## src/rtl/axi4lite_cmd_master.sv

```systemverilog
// Command-stream to AXI4-Lite master: one outstanding single-beat transaction, one response per command.
// Optional watchdog enabled with `define AXIL_MST_TIMEOUT_EN (timeout reported as rsp_resp 2'b11).
module axi4lite_cmd_master #(
    parameter int ADDR_WIDTH     = 4,
    parameter int DATA_WIDTH     = 32,
    parameter int TIMEOUT_CYCLES = 16
) (
    input  logic                  ACLK,
    input  logic                  ARESET,
    // command / response streams
    input  logic                  cmd_valid,
    output logic                  cmd_ready,
    input  logic                  cmd_write,
    input  logic [ADDR_WIDTH-1:0] cmd_addr,
    input  logic [DATA_WIDTH-1:0] cmd_wdata,
    output logic                  rsp_valid,
    input  logic                  rsp_ready,
    output logic                  rsp_write,
    output logic [DATA_WIDTH-1:0] rsp_rdata,
    output logic [1:0]            rsp_resp,
    // AXI4-Lite write channels
    output logic [ADDR_WIDTH-1:0] AWADDR,
    output logic                  AWVALID,
    input  logic                  AWREADY,
    output logic [DATA_WIDTH-1:0] WDATA,
    output logic                  WVALID,
    input  logic                  WREADY,
    input  logic [1:0]            BRESP,
    input  logic                  BVALID,
    output logic                  BREADY,
    // AXI4-Lite read channels
    output logic [ADDR_WIDTH-1:0] ARADDR,
    output logic                  ARVALID,
    input  logic                  ARREADY,
    input  logic [DATA_WIDTH-1:0] RDATA,
    input  logic [1:0]            RRESP,
    input  logic                  RVALID,
    output logic                  RREADY
);

    typedef enum logic [1:0] {IDLE, WRITE, READ, RESP} state_t;

    state_t state, state_d;

    logic                  awvalid_d, wvalid_d, bready_d, arvalid_d, rready_d;
    logic [ADDR_WIDTH-1:0] awaddr_d, araddr_d;
    logic [DATA_WIDTH-1:0] wdata_d, rsp_rdata_d;
    logic                  rsp_valid_d, rsp_write_d;
    logic [1:0]            rsp_resp_d;

    logic cmd_acc, aw_ok, w_ok, ar_ok, b_acc, r_acc, tmo_hit;

    if (TIMEOUT_CYCLES < 1) begin : g_bad_timeout
        $error("TIMEOUT_CYCLES must be at least 1");
    end

    assign cmd_acc = cmd_valid & cmd_ready;
    // A VALID only ever drops through its handshake, so "low or handshaking now" means that channel is done.
    assign aw_ok   = ~AWVALID | AWREADY;
    assign w_ok    = ~WVALID  | WREADY;
    assign ar_ok   = ~ARVALID | ARREADY;
    assign b_acc   = (state == WRITE) & BREADY & BVALID & aw_ok & w_ok;
    assign r_acc   = (state == READ)  & RREADY & RVALID & ar_ok;

`ifdef AXIL_MST_TIMEOUT_EN
    localparam int CW = $clog2(TIMEOUT_CYCLES + 1);
    localparam logic [CW-1:0] TMO_LAST = CW'(TIMEOUT_CYCLES - 1);

    logic [CW-1:0] tmo_cnt;

    always_ff @(posedge ACLK or posedge ARESET) begin
        if (ARESET)
            tmo_cnt <= '0;
        else if (state == IDLE)
            tmo_cnt <= '0;
        else if (state == WRITE || state == READ)
            tmo_cnt <= tmo_cnt + 1'b1;
    end

    assign tmo_hit = (state == WRITE || state == READ) && (tmo_cnt == TMO_LAST) && !b_acc && !r_acc;
`else
    assign tmo_hit = 1'b0;
`endif

    // state register
    always_ff @(posedge ACLK or posedge ARESET) begin
        if (ARESET) state <= IDLE;
        else        state <= state_d;
    end

    // next-state logic
    always_comb begin
        state_d = state;
        case (state)
            IDLE:  if (cmd_acc) state_d = cmd_write ? WRITE : READ;
            WRITE: if (b_acc || tmo_hit) state_d = RESP;
            READ:  if (r_acc || tmo_hit) state_d = RESP;
            RESP:  if (rsp_ready) state_d = IDLE;
            default: state_d = IDLE;
        endcase
    end

    // next values of the registered outputs
    always_comb begin
        awvalid_d   = AWVALID;
        wvalid_d    = WVALID;
        bready_d    = BREADY;
        arvalid_d   = ARVALID;
        rready_d    = RREADY;
        awaddr_d    = AWADDR;
        araddr_d    = ARADDR;
        wdata_d     = WDATA;
        rsp_valid_d = rsp_valid;
        rsp_write_d = rsp_write;
        rsp_rdata_d = rsp_rdata;
        rsp_resp_d  = rsp_resp;
        case (state)
            IDLE: begin
                if (cmd_acc) begin
                    rsp_write_d = cmd_write;
                    if (cmd_write) begin
                        awaddr_d  = cmd_addr;
                        wdata_d   = cmd_wdata;
                        awvalid_d = 1'b1;
                        wvalid_d  = 1'b1;
                        bready_d  = 1'b1;
                    end else begin
                        araddr_d  = cmd_addr;
                        arvalid_d = 1'b1;
                        rready_d  = 1'b1;
                    end
                end
            end
            WRITE: begin
                if (AWVALID && AWREADY) awvalid_d = 1'b0;
                if (WVALID && WREADY)   wvalid_d  = 1'b0;
                if (b_acc) begin
                    bready_d    = 1'b0;
                    rsp_valid_d = 1'b1;
                    rsp_resp_d  = BRESP;
                    rsp_rdata_d = '0;
                end
            end
            READ: begin
                if (ARVALID && ARREADY) arvalid_d = 1'b0;
                if (r_acc) begin
                    rready_d    = 1'b0;
                    rsp_valid_d = 1'b1;
                    rsp_resp_d  = RRESP;
                    rsp_rdata_d = RDATA;
                end
            end
            RESP: if (rsp_ready) rsp_valid_d = 1'b0;
            default: ;
        endcase
        // watchdog abandons the bus transaction and reports 2'b11
        if (tmo_hit) begin
            awvalid_d   = 1'b0;
            wvalid_d    = 1'b0;
            bready_d    = 1'b0;
            arvalid_d   = 1'b0;
            rready_d    = 1'b0;
            rsp_valid_d = 1'b1;
            rsp_resp_d  = 2'b11;
            rsp_rdata_d = '0;
        end
    end

    always_ff @(posedge ACLK or posedge ARESET) begin
        if (ARESET) begin
            AWVALID   <= 1'b0;
            WVALID    <= 1'b0;
            BREADY    <= 1'b0;
            ARVALID   <= 1'b0;
            RREADY    <= 1'b0;
            AWADDR    <= '0;
            ARADDR    <= '0;
            WDATA     <= '0;
            rsp_valid <= 1'b0;
            rsp_write <= 1'b0;
            rsp_rdata <= '0;
            rsp_resp  <= 2'b00;
            cmd_ready <= 1'b1;
        end else begin
            AWVALID   <= awvalid_d;
            WVALID    <= wvalid_d;
            BREADY    <= bready_d;
            ARVALID   <= arvalid_d;
            RREADY    <= rready_d;
            AWADDR    <= awaddr_d;
            ARADDR    <= araddr_d;
            WDATA     <= wdata_d;
            rsp_valid <= rsp_valid_d;
            rsp_write <= rsp_write_d;
            rsp_rdata <= rsp_rdata_d;
            rsp_resp  <= rsp_resp_d;
            cmd_ready <= (state_d == IDLE);
        end
    end

endmodule

```

## config.mk

```make
export PLATFORM = sky130hd
export DESIGN_NAME = axi4lite_cmd_master
export DESIGN_NICKNAME = d
export VERILOG_FILES = /design/src/rtl/axi4lite_cmd_master.sv
export SDC_FILE = /design/constraint.sdc
export NUM_CORES = 1
export LEC_CHECK = 0
export CAP_MARGIN = 10
export CORE_ASPECT_RATIO = 1.5
export CORE_MARGIN = 2
export CORE_UTILIZATION = 40
export CTS_BUF_LIST = sky130_fd_sc_hd__clkbuf_16
export DETAILED_ROUTE_END_ITERATION = 8
export PLACE_DENSITY_LB_ADDON = 0.2
export SLEW_MARGIN = 40
export SYNTH_ARGS = -nofsm -noshare
export SYNTH_HDL_FRONTEND = slang
export SYNTH_SLANG_ARGS = --single-unit
```

## constraint.sdc

```tcl
create_clock -name ACLK -period 3.97 [get_ports ACLK]
set_input_delay 0.5955 -clock ACLK [delete_from_list [all_inputs] [get_ports ACLK]]
set_output_delay 0.5955 -clock ACLK [all_outputs]
set_load 0.01 [all_outputs]
```

## Word level (Yosys, flattened, before mapping)

Index checks and enable logic that the tools add are counted.

| storage, ports and cells | value |
|---|---|
| register bits after elaboration | 84 |
| latch bits | 0 |
| RAM bits | 0 |
| bits in read-only memories | 0 |
| bits of input ports | 82 |
| output and inout bits | 82 |
| word-level logic and storage cells | 90 |
| memories kept | 0 |

| cells by class | value |
|---|---|
| add/subtract/negate cells | 0 |
| multiply operators | 0 |
| divide/modulo/power cells | 0 |
| magnitude comparators | 0 |
| equality and inequality tests | 12 |
| shift operators | 0 |
| muxes and demuxes | 30 |
| bitwise gates (word level) | 15 |
| reductions and logical operators | 19 |

Operator list:

| cell | number |
|---|---|
| 2-to-1 mux 32 bit | 2 |
| one-hot mux 32 bit (2 select lines) | 1 |
| AND reduction 4 bit | 6 |
| 2-to-1 mux 2 bit | 7 |
| 2-to-1 mux 1 bit | 12 |
| != test 2 bit (second input constant) | 6 |
| one-hot mux 1 bit (2 select lines) | 5 |
| AND reduction 3 bit | 3 |
| AND 1 bit | 8 |
| one-hot mux 2 bit (4 select lines) | 1 |
| != test 2 x 1 -> 1 bit (second input constant) | 3 |
| nonzero test 2 bit | 3 |
| == test 2 bit (second input constant) | 2 |
| zero test 2 bit | 2 |
| NOT 1 bit | 4 |
| one-hot mux 2 bit (2 select lines) | 1 |
| logical AND 1 bit | 3 |
| bitwise OR 1 bit | 3 |
| one-hot mux 1 bit (3 select lines) | 1 |
| nonzero test 3 bit | 1 |
| == test 2 x 1 -> 1 bit (second input constant) | 1 |
| AND reduction 2 bit | 1 |

## Depth between registers and ports, before layout

| logic depth | value |
|---|---|
| word-level depth | 8 |
| mapped depth | 7 |
| depth with buffers taken out | 4 |

## Least setup slack after synthesis

OpenSTA, ideal clock, no wires.

| timing | value |
|---|---|
| kind | input to register |
| from | input cmd_valid |
| to | register WDATA[18] |
| library setup time | 0.125 ns |
| data arrival time | 1.435 ns |
| data required time | 3.845 ns |
| slack | 2.411 ns |
| stages | 5 |
| buffers on the path | 1 |
| path through | nand2_1 nor3_2 nand2_1 buf_2 mux2_2 |

| between the ends | value |
|---|---|
| longest elaborated chain between the ends | 2 |

RTL lines:

| what | line | source |
|---|---|---|
| from (decl) | 11 | `input logic cmd_valid,` |
| AND 1 bit | 57 | `assign cmd_acc = cmd_valid & cmd_ready;` |
| AND reduction 3 bit (no line) | n/a |  |
| to (signal assigned) | 192 | `WDATA <= wdata_d;` |
| to (decl) | 25 | `output logic [DATA_WIDTH-1:0] WDATA,` |

No other way between the ends.
A chain may end at the register's enable or synchronous reset.

## Final worst setup path

| timing | value |
|---|---|
| from | input cmd_valid |
| to | register WDATA[29] |

Same word-level chain as after synthesis.

==> results by group <==
CTS
  – Maximum level of the CTS H-tree: 3
  – TritonCTS clock tree: yes
  – Latest clock arrival within the worst-skew pair: 0.33 ns
  – Max Buffers Root-to-Sink: 2
  – Clock Pin Slew Worst Setup and Hold Paths: 0.06 ns
  – Cell chosen for the clock root: sky130_fd_sc_hd__clkbuf_16
  – Number of buffers added for setup after CTS: 0
  – Number of instances resized during post-cts repair: 0
  – Number of buffers added to fix hold violations after cts: 0
  – Sink Count: 84
  – Clock buffer count from CTS: 9

Critical path
  – Capturing element type of the critical path: flop
  – Worst Path Required: 4.18 ns
  – Crit path arrival time: 2.57 ns
  – Worst Setup Path Type: input pin to flop
  – Maximum net fanout on the critical path: 24
  – Setup crit start kind: input pin
  – Number of cells on the worst reg-to-reg path: 4

Finish
  – Total number of nets in the final design: 518
  – Most common library cell in the layout ignoring fill and taps: sky130_fd_sc_hd__clkdlybuf4s50_1
  – Post-layout util: a little under two thirds
  – Fraction of layout cells with a size suffix above 1: between 10% and 20%
  – Antenna cells: 0
  – Layout Area Growth over Synthesis: 56.5%
  – Fill cell instance count of the final layout: around 720
  – Most used cells in the layout excluding fill and tap cells: sky130_fd_sc_hd__clkdlybuf4s50_1 (163), sky130_fd_sc_hd__dfrtp_1 (83), sky130_fd_sc_hd__mux2_2 (40), sky130_fd_sc_hd__nand2_1 (39), sky130_fd_sc_hd__inv_1 (39)

Timing
  – Final setup violation count: 0
  – FMAX: 0.424 GHz
  – Final critical-path setup slack: 1.61 ns
  – Setup total negative slack: 0 ns
  – Count of final max-slew check failures: 0
  – Min Clock Period, post-route: 2.36 ns
  – Worst slew margin: between 50% and 60%
  – Period utilization: 59.4%
  – Hold Fails Final Rpt: 0
  – Measured slew at the worst slew-check pin: 0.653 ns
  – RSZ-0062 raised after global routing: no
  – Setup Skew: 0.00538 ns

Status
  – Outcome: complete, no violations

Synth
  – Mean cell area of the mapped netlist: 13.0 um2
  – Portion of the post-synthesis area used by sequential elements: 59.3%
  – Number of warnings issued by yosys: 0
  – Ys async rst share: 100%
  – Number of distinct library cells after synthesis: 28
  – Cell count after synthesis: 272
  – Syn_nets: 354
  – Total standard cell area after synthesis: 0.00355 mm2
  – Number of synthesized flops with an enable pin: 0
  – Most frequently used flop master after synthesis: sky130_fd_sc_hd__dfrtp_1
  – FF+latch count, synth: 84

Global route
  – Largest net degree at the start of global routing: 63
  – Total congestion overflow after global routing: 0
  – Vias in the first global route: around 2,600
  – Total global-route track usage: between 15 and 20%
  – Wire length of the first global-routing pass: 12,400 um
  – Antenna violations before repair: 0

Drt
  – Post-detailed-route wirelength per cell: ~14 um
  – Number of iterations in the first detailed-routing pass: 4
  – Count of nets left with antenna violations after detail routing: 0
  – DR iter-0 viols: 58
  – Remaining routing DRC violations: 0
  – Via density per instance: about 4.6
  – Routed wire length: 7850 um
  – Vias: 2,529

Placement
  – Routability Congestion: approximately 0.7
  – Worst slack at placement: 1.23 ns
  – Final HPWL from detailed placement: 5650 um
  – Buffers on Ports: 163

Job
  – Max-cap violation count: 0

Hold path
  – Path type of the worst min-delay path: flop to flop
  – Instance count along the most critical hold path: 1

Floorplanning
  – Ports: 164
  – Core area: 0.00872 mm2
  – Placement Rows: 42
  – Die Outline Area: 0.00965 mm2
  – Overall die width: 80.9 um
  – Initial core utilization: around two fifths
  – Die H: 119 um

Power
  – Static Leakage: 2.39 nW
  – Total power divided by cell area: approximately 700 mW/mm2
  – Total power of the final layout: 3.89 mW
  – Max VDD drop: 0.000384 V
## flip-flops by register name (all words and copies together) (netlist names)
register / cells
ARADDR: 4
ARVALID: 1
AWADDR: 4
AWVALID: 1
BREADY: 1
RREADY: 1
WDATA: 32
WVALID: 1
cmd_ready: 1
rsp_rdata: 32
rsp_resp: 2
rsp_valid: 1
rsp_write: 1
state: 2
## synthesized netlist by cell type, drive strengths merged, types with 2 or more instances
| cell | count | area share, % |
|---|---|---|
| o221ai | 2 | 0.67 |
| mux2 | 44 | 14 |
| clkbuf | 2 | 0.21 |
| a21o | 3 | 0.63 |
| nand2 | 40 | 4.7 |
| inv | 39 | 4.1 |
| o21ai | 3 | 0.42 |
| buf | 11 | 3.2 |
| dfrtp | 83 | 59 |
| mux2i | 32 | 9.0 |
| nor3b | 2 | 0.42 |
## kinds of logic (layout without fill, tap and decap cells)
family / Yosys count / after routing / synth area share [%]
compound gates: 13 / 13 / 3.32
buf+inv: 52 / 221 / 7.58
flops: 84 / 84 / 59.3
mux: 76 / 76 / 23.0
simple gates: 47 / 47 / 6.81
## per-layer routing
layer / track usage, % / wire [um] / vias up / share of wire (%)
li1: - / - / 1218 / -
met1: 20.3 / 3090 / 1191 / 39
met2: 26.7 / 3880 / 109 / 49
met3: 4.77 / 710 / 11 / 9.0
met4: 9.00 / 165 / 0 / 2.1
met5: 0 / 0 / - / 0
## final timing paths
path / start / to / slack, ns
worst max register to register: state[0] / WDATA[29] / 1.85
worst min-delay path: rsp_valid / rsp_valid / 0.48
min in group asynchronous: ARESET / WDATA[25] / 0.67
worst min register to register: rsp_valid / rsp_valid / 0.48
max in group asynchronous: ARESET / AWADDR[2] / 2.57
worst max-delay path: cmd_valid / WDATA[29] / 1.61
## worst max-delay path, stage by stage
cell and delay [ns]:
sky130_fd_sc_hd__clkdlybuf4s50_1 0.41, sky130_fd_sc_hd__nand2_1 0.19, sky130_fd_sc_hd__nor3_2 0.07, sky130_fd_sc_hd__nand2_1 0.51
sky130_fd_sc_hd__buf_4 0.41, sky130_fd_sc_hd__mux2_2 0.37
## final cells by class
class | count | area (um2) | share of cell area [%]
inverters | 39 | 151 | 2.73
multi-input cells | 136 | 1170 | 21.2
clock buffers | 9 | 225 | 4.06
flip-flops and latches | 84 | 2100 | 37.9
repair buffers | 166 | 1650 | 29.8
well taps | 110 | 138 | 2.48
clock inverters | 7 | 106 | 1.92
## per-stage QoR
step                      hold slack, ns  cell area (um2)  cells
after floorplan                    0.518             3550    272
after global routing               0.508             5550    551
after detailed placement           0.467             5220    535
after CTS                          0.492             5550    551
after global placement             0.464             5220    535
final                              0.485             5550    551
## report_power, final
| group | internal (mW) | switching (mW) |
|---|---|---|
| Sequential | 1.24 | 0.226 |
| Clock | 0.606 | 0.310 |
| Combinational | 0.946 | 0.557 |
| Total | 2.79 | 1.09 |
Note: power is estimated with default switching activity, not from simulation.
